**config.mk**
```make
export PLATFORM = sky130hd
export DESIGN_NAME = clusterv_project_wrapper
export DESIGN_NICKNAME = d
export VERILOG_FILES = /design/src/rtl/clusterv_project_wrapper.sv
export SDC_FILE = /design/constraint.sdc
export NUM_CORES = 1
export LEC_CHECK = 0
export ABC_AREA = 1
export BUFFER_PORTS_ARGS = -buffer_cell sky130_fd_sc_hd__clkbuf_2
export CAP_MARGIN = 15
export CORE_AREA = 2 2 246 248
export DETAILED_ROUTE_END_ITERATION = 12
export DIE_AREA = 0 0 248 250
export MAX_ROUTING_LAYER = met4
export PLACE_DENSITY = 0.61
export SLEW_MARGIN = 20
export SYNTH_ARGS = -nofsm -noshare
export SYNTH_HDL_FRONTEND = slang
export SYNTH_SLANG_ARGS = --single-unit
```
**constraint.sdc**
```tcl
create_clock -name wb_clk_i -period 2.8 [get_ports wb_clk_i]
set_input_delay 0.42 -clock wb_clk_i [delete_from_list [all_inputs] [get_ports wb_clk_i]]
set_output_delay 0.42 -clock wb_clk_i [all_outputs]
set_load 0.05 [all_outputs]
```
**src/rtl/clusterv_project_wrapper.sv**
```systemverilog
// Cluster-V user-project wrapper: Wishbone register file driving GPIO, LA, timer and IRQs.
// Ack one cycle after request, never stalls; held strobe acks every other cycle.
module clusterv_project_wrapper #(
  parameter logic [31:0] BASE_ADDR = 32'h3000_0000,
  parameter int          IO_PADS   = 38,
  parameter logic [31:0] ID_VALUE  = 32'h434C_5356
) (
  input  logic                 wb_clk_i,
  input  logic                 wb_rst_i,
  input  logic                 wbs_stb_i,
  input  logic                 wbs_cyc_i,
  input  logic                 wbs_we_i,
  input  logic [3:0]           wbs_sel_i,
  input  logic [31:0]          wbs_dat_i,
  input  logic [31:0]          wbs_adr_i,
  output logic                 wbs_ack_o,
  output logic [31:0]          wbs_dat_o,
  input  logic [127:0]         la_data_in,
  output logic [127:0]         la_data_out,
  input  logic [127:0]         la_oenb,
  input  logic [IO_PADS-1:0]   io_in,
  output logic [IO_PADS-1:0]   io_out,
  output logic [IO_PADS-1:0]   io_oeb,
  inout  wire  [IO_PADS-10:0]  analog_io,
  input  logic                 user_clock2,
  output logic [2:0]           user_irq
);

  localparam int HI_W = IO_PADS - 32;

  logic            req, hit, wr_en;
  logic [5:0]      idx;
  logic [31:0]     bmask, rd_mux, wr_merged, wr_bits;
  logic [31:0]     scratch, timer_cmp, timer_cnt;
  logic [1:0]      timer_ctrl;
  logic [2:0]      irq_en, irq_status, irq_status_nxt;
  logic [3:0][31:0] la_out;
  logic [IO_PADS-1:0] io_sync1, io_sync2;
  logic            io0_prev, io0_rise, timer_match;
  logic            unused_ok;

  assign req   = wbs_cyc_i & wbs_stb_i & ~wbs_ack_o;
  assign hit   = wbs_adr_i[31:24] == BASE_ADDR[31:24];
  assign idx   = wbs_adr_i[7:2];
  assign wr_en = req & hit & wbs_we_i;
  assign bmask = {{8{wbs_sel_i[3]}}, {8{wbs_sel_i[2]}}, {8{wbs_sel_i[1]}}, {8{wbs_sel_i[0]}}};

  // RW registers read back their own value, so the mux doubles as the byte-merge base.
  assign wr_merged = (rd_mux & ~bmask) | (wbs_dat_i & bmask);
  assign wr_bits   = wbs_dat_i & bmask;
  assign la_data_out = la_out;

  assign timer_match = timer_ctrl[0] && (timer_cnt == timer_cmp);
  assign io0_rise    = io_sync2[0] & ~io0_prev;

  always_comb begin
    rd_mux = '0;
    if (hit) begin
      case (idx)
        6'd0:  rd_mux = ID_VALUE;
        6'd1:  rd_mux = scratch;
        6'd2:  rd_mux = io_out[31:0];
        6'd3:  rd_mux = 32'(io_out[IO_PADS-1:32]);
        6'd4:  rd_mux = io_oeb[31:0];
        6'd5:  rd_mux = 32'(io_oeb[IO_PADS-1:32]);
        6'd6:  rd_mux = io_sync2[31:0];
        6'd7:  rd_mux = 32'(io_sync2[IO_PADS-1:32]);
        6'd8, 6'd9, 6'd10, 6'd11:  rd_mux = la_out[idx[1:0]];
        6'd12, 6'd13, 6'd14, 6'd15: rd_mux = la_data_in[{idx[1:0], 5'd0} +: 32];
        6'd16, 6'd17, 6'd18, 6'd19: rd_mux = la_oenb[{idx[1:0], 5'd0} +: 32];
        6'd20: rd_mux = 32'(irq_en);
        6'd21: rd_mux = 32'(irq_status);
        6'd23: rd_mux = timer_cmp;
        6'd24: rd_mux = timer_cnt;
        6'd25: rd_mux = 32'(timer_ctrl);
        default: rd_mux = '0;
      endcase
    end
  end

  // Hardware sets are applied after the W1C clear so a same-cycle set wins.
  always_comb begin
    irq_status_nxt = irq_status;
    if (wr_en && idx == 6'd21) irq_status_nxt = irq_status_nxt & ~wr_bits[2:0];
    if (wr_en && idx == 6'd22) irq_status_nxt = irq_status_nxt | wr_bits[2:0];
    if (timer_match) irq_status_nxt[0] = 1'b1;
    if (io0_rise)    irq_status_nxt[1] = 1'b1;
  end

  always_ff @(posedge wb_clk_i or negedge wb_rst_i) begin
    if (!wb_rst_i) begin
      wbs_ack_o <= 1'b0;
      wbs_dat_o <= '0;
    end else begin
      wbs_ack_o <= req;
      wbs_dat_o <= req ? rd_mux : 32'h0;
    end
  end

  always_ff @(posedge wb_clk_i or negedge wb_rst_i) begin
    if (!wb_rst_i) begin
      io_sync1 <= '0;
      io_sync2 <= '0;
      io0_prev <= 1'b0;
    end else begin
      io_sync1 <= io_in;
      io_sync2 <= io_sync1;
      io0_prev <= io_sync2[0];
    end
  end

  always_ff @(posedge wb_clk_i or negedge wb_rst_i) begin
    if (!wb_rst_i) begin
      scratch    <= '0;
      io_out     <= '0;
      io_oeb     <= '1;
      la_out     <= '0;
      irq_en     <= '0;
      timer_cmp  <= '0;
      timer_ctrl <= '0;
    end else if (wr_en) begin
      case (idx)
        6'd1:  scratch <= wr_merged;
        6'd2:  io_out[31:0] <= wr_merged;
        6'd3:  io_out[IO_PADS-1:32] <= wr_merged[HI_W-1:0];
        6'd4:  io_oeb[31:0] <= wr_merged;
        6'd5:  io_oeb[IO_PADS-1:32] <= wr_merged[HI_W-1:0];
        6'd8, 6'd9, 6'd10, 6'd11: la_out[idx[1:0]] <= wr_merged;
        6'd20: irq_en <= wr_merged[2:0];
        6'd23: timer_cmp <= wr_merged;
        6'd25: timer_ctrl <= wr_merged[1:0];
        default: ;
      endcase
    end
  end

  always_ff @(posedge wb_clk_i or negedge wb_rst_i) begin
    if (!wb_rst_i) begin
      timer_cnt  <= '0;
      irq_status <= '0;
      user_irq   <= '0;
    end else begin
      if (wr_en && idx == 6'd24)
        timer_cnt <= wr_merged;
      else if (timer_ctrl[0])
        timer_cnt <= (timer_match && timer_ctrl[1]) ? 32'h0 : timer_cnt + 32'd1;
      irq_status <= irq_status_nxt;
      user_irq   <= irq_status & irq_en;
    end
  end

  assign unused_ok = ^{user_clock2, analog_io, wbs_adr_i[23:8], wbs_adr_i[1:0], wr_bits[31:3]};

endmodule

```
## Word level (Yosys, flattened, before mapping)

Index checks and enable logic that the tools add are counted.

| word-level totals | value |
|---|---|
| flip-flop bits (word level) | 421 |

| operators by class | value |
|---|---|
| shift operators | 2 |
| reductions and logical operators | 20 |
| add/sub/neg operators | 1 |
| bitwise logic cells | 15 |
| multiplexer cells | 15 |
| equal/unequal tests | 27 |
| $lt $le $gt $ge | 2 |

Operators by type and width:

| operator | number |
|---|---|
| one-hot mux 32 bit (16 select lines) | 1 |
| variable part select 128 x 8 -> 32 bit | 2 |
| two-way mux 32 bit | 7 |
| bitwise mux 128 bit | 1 |
| AND 32 bit | 2 |
| binary-select mux 32 bit (select 2 bit) | 1 |
| demux 32 bit (select 2 bit) | 1 |
| equality test 6 x 5 -> 1 bit, second input constant | 10 |
| equality test 6 x 4 -> 1 bit, second input constant | 8 |
| adder 32 x 1 -> 32 bit, second input constant | 1 |
| equality test 32 bit | 1 |
| NOT 32 bit | 1 |
| bitwise OR 32 bit | 1 |
| equality test 6 x 3 -> 1 bit, second input constant | 4 |
| AND reduction 2 bit | 9 |
| equality test 6 x 2 -> 1 bit, second input constant | 2 |
| OR reduction 4 bit | 3 |
| equality test 8 x 6 -> 1 bit, second input constant | 1 |
| AND 3 bit | 2 |
| equality test 6 x 1 -> 1 bit, second input constant | 1 |
| logical AND 1 bit | 6 |
| logical NOT 6 bit | 1 |
| two-way mux 3 bit | 2 |
| AND 1 bit | 5 |
| other kinds (7) | 9 |

## Depth between registers and ports, before layout

| logic depth | value |
|---|---|
| depth after elaboration | 9 |
| gate-level depth with buffers | 15 |

## Least setup slack after synthesis

Ideal clock, no wire load.

| path | value |
|---|---|
| kind | flip-flop to flip-flop |
| start | reg wbs_ack_o |
| end | reg timer_cnt[14] |
| stages on the path, launching flop included | 11 |
| clock period less this slack | 1.990 ns |
| data arrival time | 1.873 ns |
| setup slack | 0.810 ns |
| cells stage by stage | dfrtp_1 nor2_1 nand2_1 nor2_1 nand3_1 nand2_1 buf_2 buf_2 nand4_1 nand3_1 nand2_1 |

| between the ends | value |
|---|---|
| word-level cells in the longest chain between the ends | 6 |

Ends and longest elaborated chain:

| item | line | RTL |
|---|---|---|
| start: declaration | 16 | `output logic wbs_ack_o,` |
| start signal: assignment | 95 | `wbs_ack_o <= req;` |
| NOT 1 bit * | 42 | `assign req = wbs_cyc_i & wbs_stb_i & ~wbs_ack_o;` |
| AND 1 bit * | 42 |  |
| AND 1 bit * (2 in series) | 45 | `assign wr_en = req & hit & wbs_we_i;` |
| logical AND 1 bit * | 143 | `if (wr_en && idx == 6'd24)` |
| two-way mux 32 bit or nonzero test 2 bit (tied branches) | - |  |
| end signal: assignment | 144 | `timer_cnt <= wr_merged;` |
| end signal: assignment | 146 | `timer_cnt <= (timer_match && timer_ctrl[1]) ? 32'h0 : timer_cnt + 32'd1;` |
| end: declaration | 34 | `logic [31:0] scratch, timer_cmp, timer_cnt;` |

Every way passes the cells marked *; elsewhere a longest branch is shown, timed or not.
A chain may end at the register's enable or synchronous reset.

## Worst setup path after layout

| path | value |
|---|---|
| start | reg wbs_ack_o |
| end | reg scratch[25] |

| between the ends | value |
|---|---|
| word-level cells in the longest chain between the ends | 5 |

Ends and longest elaborated chain:

| item | line | RTL |
|---|---|---|
| NOT 1 bit | 42 |  |
| AND 1 bit | 42 |  |
| named net req | 31 | `logic req, hit, wr_en;` |
| AND 1 bit (2 in series) | 45 |  |
| AND reduction 2 bit (no line) | - |  |
| end signal: assignment | 123 | `6'd1: scratch <= wr_merged;` |
| end: declaration | 34 |  |

The timed path passes the listed nets, and every way through them passes these cells.

==> key figures <==
Placed design
  • Placer Congestion: 0.962
  • Port Buf Inserts: between 500 and 600
  • Hpwl dp: 81.0 mm
  • Area after DPL: 27100 µm²

Clocking
  • Clk Latency, worst-skew pair: 0.63 ns
  • Maximum clock path buffer count: 3
  • Cts hold-fix bufs: 39
  • Clk slew on worst S/H paths: 0.06 ns
  • H-tree Lvls: 2
  • Post-CTS Resized: 0
  • CTS tree: yes
  • CTS buffer count: 49
  • # clock sinks: 421
  • CTS root buf: clkbuf_16
  • Post-CTS Setup Bufs: 0

Worst setup path
  • Arrival @ worst endpoint: 3.02 ns
  • CP delay by family, top: simple AND/OR/NAND/NOR gates
  • CP Capture Type: register
  • FF-to-FF End: scratch[25]
  • Worst R2R Setup Slack: 0.30 ns
  • Critical path, cell by cell: nor2_1 > nand2_1 > inv_1 > nand3_1 > nor2_2 > buf_12 > nand2_1 > o21ai_0
  • Worst reg2reg path depth: 8
  • Buf/Inv on CP: 2
  • CP startpoint kind: register
  • CP Max Fanout: 24
  • Slowest CP cell: nand3_1
  • Reg2reg start: wbs_ack_o
  • Critical path launch point: wbs_ack_o
  • Worst setup path class: register to register
  • CP endpoint: scratch[25]
  • Most used cell, CP: nand2_1
  • Critical path required time: about 3.3 ns
  • Crit path largest cell delay: 0.51 ns
  • Stages on the worst setup path: 8

Drt
  • DR vias: 24241
  • Avg Vias per Cell: between 5 and 6
  • Total wire length: 107 mm
  • DRT Pass-1 Iters: 6
  • DRC viols: 0
  • DR WL met2: 48.9 mm
  • WL per Instance: 22.8 µm
  • M1 WL: about 44 mm
  • Initial drt markers: 2456
  • WL met3: 9.17 mm
  • ANT nets after route: 0
  • DR top layer: met4

STA
  • Tightest Pin Transition: 0.600 ns
  • Endpoints left unconstrained: 29
  • Final setup skew: between 0.03 and 0.04 ns
  • Tmin final: roughly 2.5 ns
  • Slew HR: 59.9%
  • F_max: 0.400 GHz
  • Hold Fails Final Rpt: 0
  • Final Max Slew Viols: 0
  • RSZ-0062 raised after global routing: no
  • Final setup fails: 0
  • Setup tns final: 0 ns
  • Fin crit share: ~89%

Die
  • Initial Util: 36.7%
  • Die height: 250 µm
  • # IOs: 637
  • Row count: 90
  • Die Area: 62000 µm²
  • Chip width: 248 µm
  • Core area: 59600 µm²

GRT
  • Vias in the first global route: around 23000
  • Total Routing Usage GR: 35.1%
  • Largest net degree at the start of global routing: a little over 80
  • Initial antenna violation count: 4
  • First-pass GRT wire length: approximately 150 mm
  • GRT overflow: 0

Yosys
  • Combinational family with the most area after synthesis: simple AND/OR/NAND/NOR gates
  • Synth Area in Compound Gates: 5.69%
  • Post-Synthesis Cells: 3171
  • Post-Synth Adder-Cell Area: 0.0572%
  • Ys async rst share: 100%
  • Syn. warnings: 0
  • Synth Area in XOR/XNOR: less than 1%
  • Prevailing post-synth register cell: dfrtp_1
  • EDFF count, synth: 0
  • Multiplexer share of the synthesized area: 0%
  • Syn_nets: 3569
  • Cell Area, Synth: 21900 µm²
  • Post-synthesis simple-gate area fraction: just under 40%
  • Synth Register Bits: 421
  • Average size of a mapped cell: just under 7 µm²
  • Library cells used by synthesis: 37
  • Sequential share of the synthesized area: between 40% and 50%

Pwr
  • Maximum VDD drop: 0.456 mV
  • Design Power: between 10 and 15 mW
  • Pwr Density: 492 nW/µm²
  • Leak pwr: between 15 and 20 nW

Final layout
  • Synth-to-layout area growth: 33.4%
  • Nets: 4253
  • Final instance area: slightly below 30000 µm²
  • Layout cell share with drive strength beyond 1: 22.9%
  • # fillers: 6077

Job
  • Max-cap violations: 0

Worst hold path
  • Tightest Hold Check Type: input port to register

Outcome
  • Status: completed
[synthesized netlist by cell type (4+ instances only)]
master | count | area, µm²
nand2_1 | 1615 | 6060
o21ai_0 | 78 | 390
buf_2 | 53 | 265
nor3_1 | 24 | 120
o22ai_1 | 70 | 438
nand4_1 | 52 | 325
a22oi_1 | 17 | 128
xor2_1 | 13 | 114
buf_1 | 12 | 45.0
o211ai_1 | 9 | 67.6
nand3_1 | 130 | 651
nor2_1 | 364 | 1370
and2_1 | 4 | 25.0
a21oi_1 | 26 | 130
xnor2_1 | 4 | 35.0
inv_1 | 160 | 601
dfrtp_1 | 383 | 9580
nor2_2 | 6 | 37.5
o21ai_1 | 9 | 45.0
inv_2 | 8 | 30.0
dfstp_2 | 38 | 998
clkbuf_1 | 75 | 282
[routing by layer]
metal  track usage (%)  up-vias
li1                  -    11267
met1              45.2    11483
met2              54.3     1287
met3              5.94      204
met4              14.8        0
met5                 -        -
[power by group]
part | switching [mW] | internal, mW | leakage (nW)
clock network | 2.75 | 4.18 | 0.846
registers | 0.0263 | 6.15 | 5.40
logic | 0.785 | 0.473 | 9.68
total | 3.56 | 10.8 | 15.9
[cells in the final DEF, fill, tap and decap left out, drive strengths merged, types with 2 or more instances in the layout]
cell,netlist,routed
nand2,1618,1618
and2,4,4
or2,3,3
nor3,25,25
diode,0,5
nor2,370,370
nand4,52,52
clkbuf,75,657
a22oi,17,17
xor2,13,13
a21oi,26,26
o22ai,70,70
clkinv,2,11
inv,168,170
dfstp,38,38
o211ai,9,9
o21bai,2,2
o21ai,87,87
nand3,130,130
bufinv,0,7
buf,66,148
dlygate4sd3,0,39
xnor2,4,4
dfrtp,383,383
[through the flow]
step | hold slack, ns | setup slack (ns) | util [%] | instances
final | 0.156 | 0.300 | 49.0 | 4680
after detailed placement | 0.335 | 0.154 | 45.4 | 4547
after global placement | 0.332 | 0.181 | 45.4 | 4547
after global routing | 0.178 | 0.141 | 49.0 | 4679
after CTS | 0.139 | 0.328 | 49.0 | 4675
after floorplan | 0.124 | 0.810 | - | 3171
[registers in the layout, summed over array words and instances, names as in the netlist, named ones only]
name	count
la_data_out	128
io_oeb	38
io_out	38
io_sync1	38
io_sync2	38
scratch	32
timer_cmp	32
timer_cnt	32
wbs_dat_o	32
irq_en	3
user_irq	3
irq_status	2
timer_ctrl	2
io0_prev	1
wbs_ack_o	1
[cell families (layout without fill, tap and decap cells)]
group / Yosys count / in the layout
buffers and inverters: 311 / 1033
AO/OA/AOI/OAI: 215 / 215
AND/OR/NAND/NOR: 2206 / 2206
flip-flops: 421 / 421
XOR/XNOR: 17 / 17
adder cells (fa/ha/maj): 1 / 1
other: 0 / 5
[worst min-delay path by stage]
stage | startpoint | endpoint | slack, ns | cells after the start
3_3_place_gp | io_sync1[14] | io_sync2[14] | 0.33 | 0
2_1_floorplan | wb_rst_i | asynchronous set/reset pin | 0.12 | 0
4_1_cts | wbs_dat_i[2] | register | 0.14 | 3
6_report | wbs_dat_i[2] | register | 0.16 | 3
3_5_place_dp | io_sync1[11] | io_sync2[11] | 0.33 | 0
5_1_grt | wbs_dat_i[2] | register | 0.18 | 3
[tightest hold or removal path: cells and delay by family]
kind | cells | cell delay, ns
AOI/OAI and AO/OA | 1 | 0.10
and+or+nand+nor | 1 | 0.12
buffers and inverters | 1 | 0.09
[area by class of cell]
cell class	instances	area, µm²	share of cell area (%)
flip-flops and latches	421	10600	36.2
multi-input cells	2439	10200	34.8
repair buffers	774	5110	17.5
clock buffers	70	1420	4.85
well taps	782	978	3.35
inverters	170	638	2.19
clock inverters	19	310	1.06
diodes	5	12.5	0.0428
Note: power is estimated with default switching activity, not from simulation.
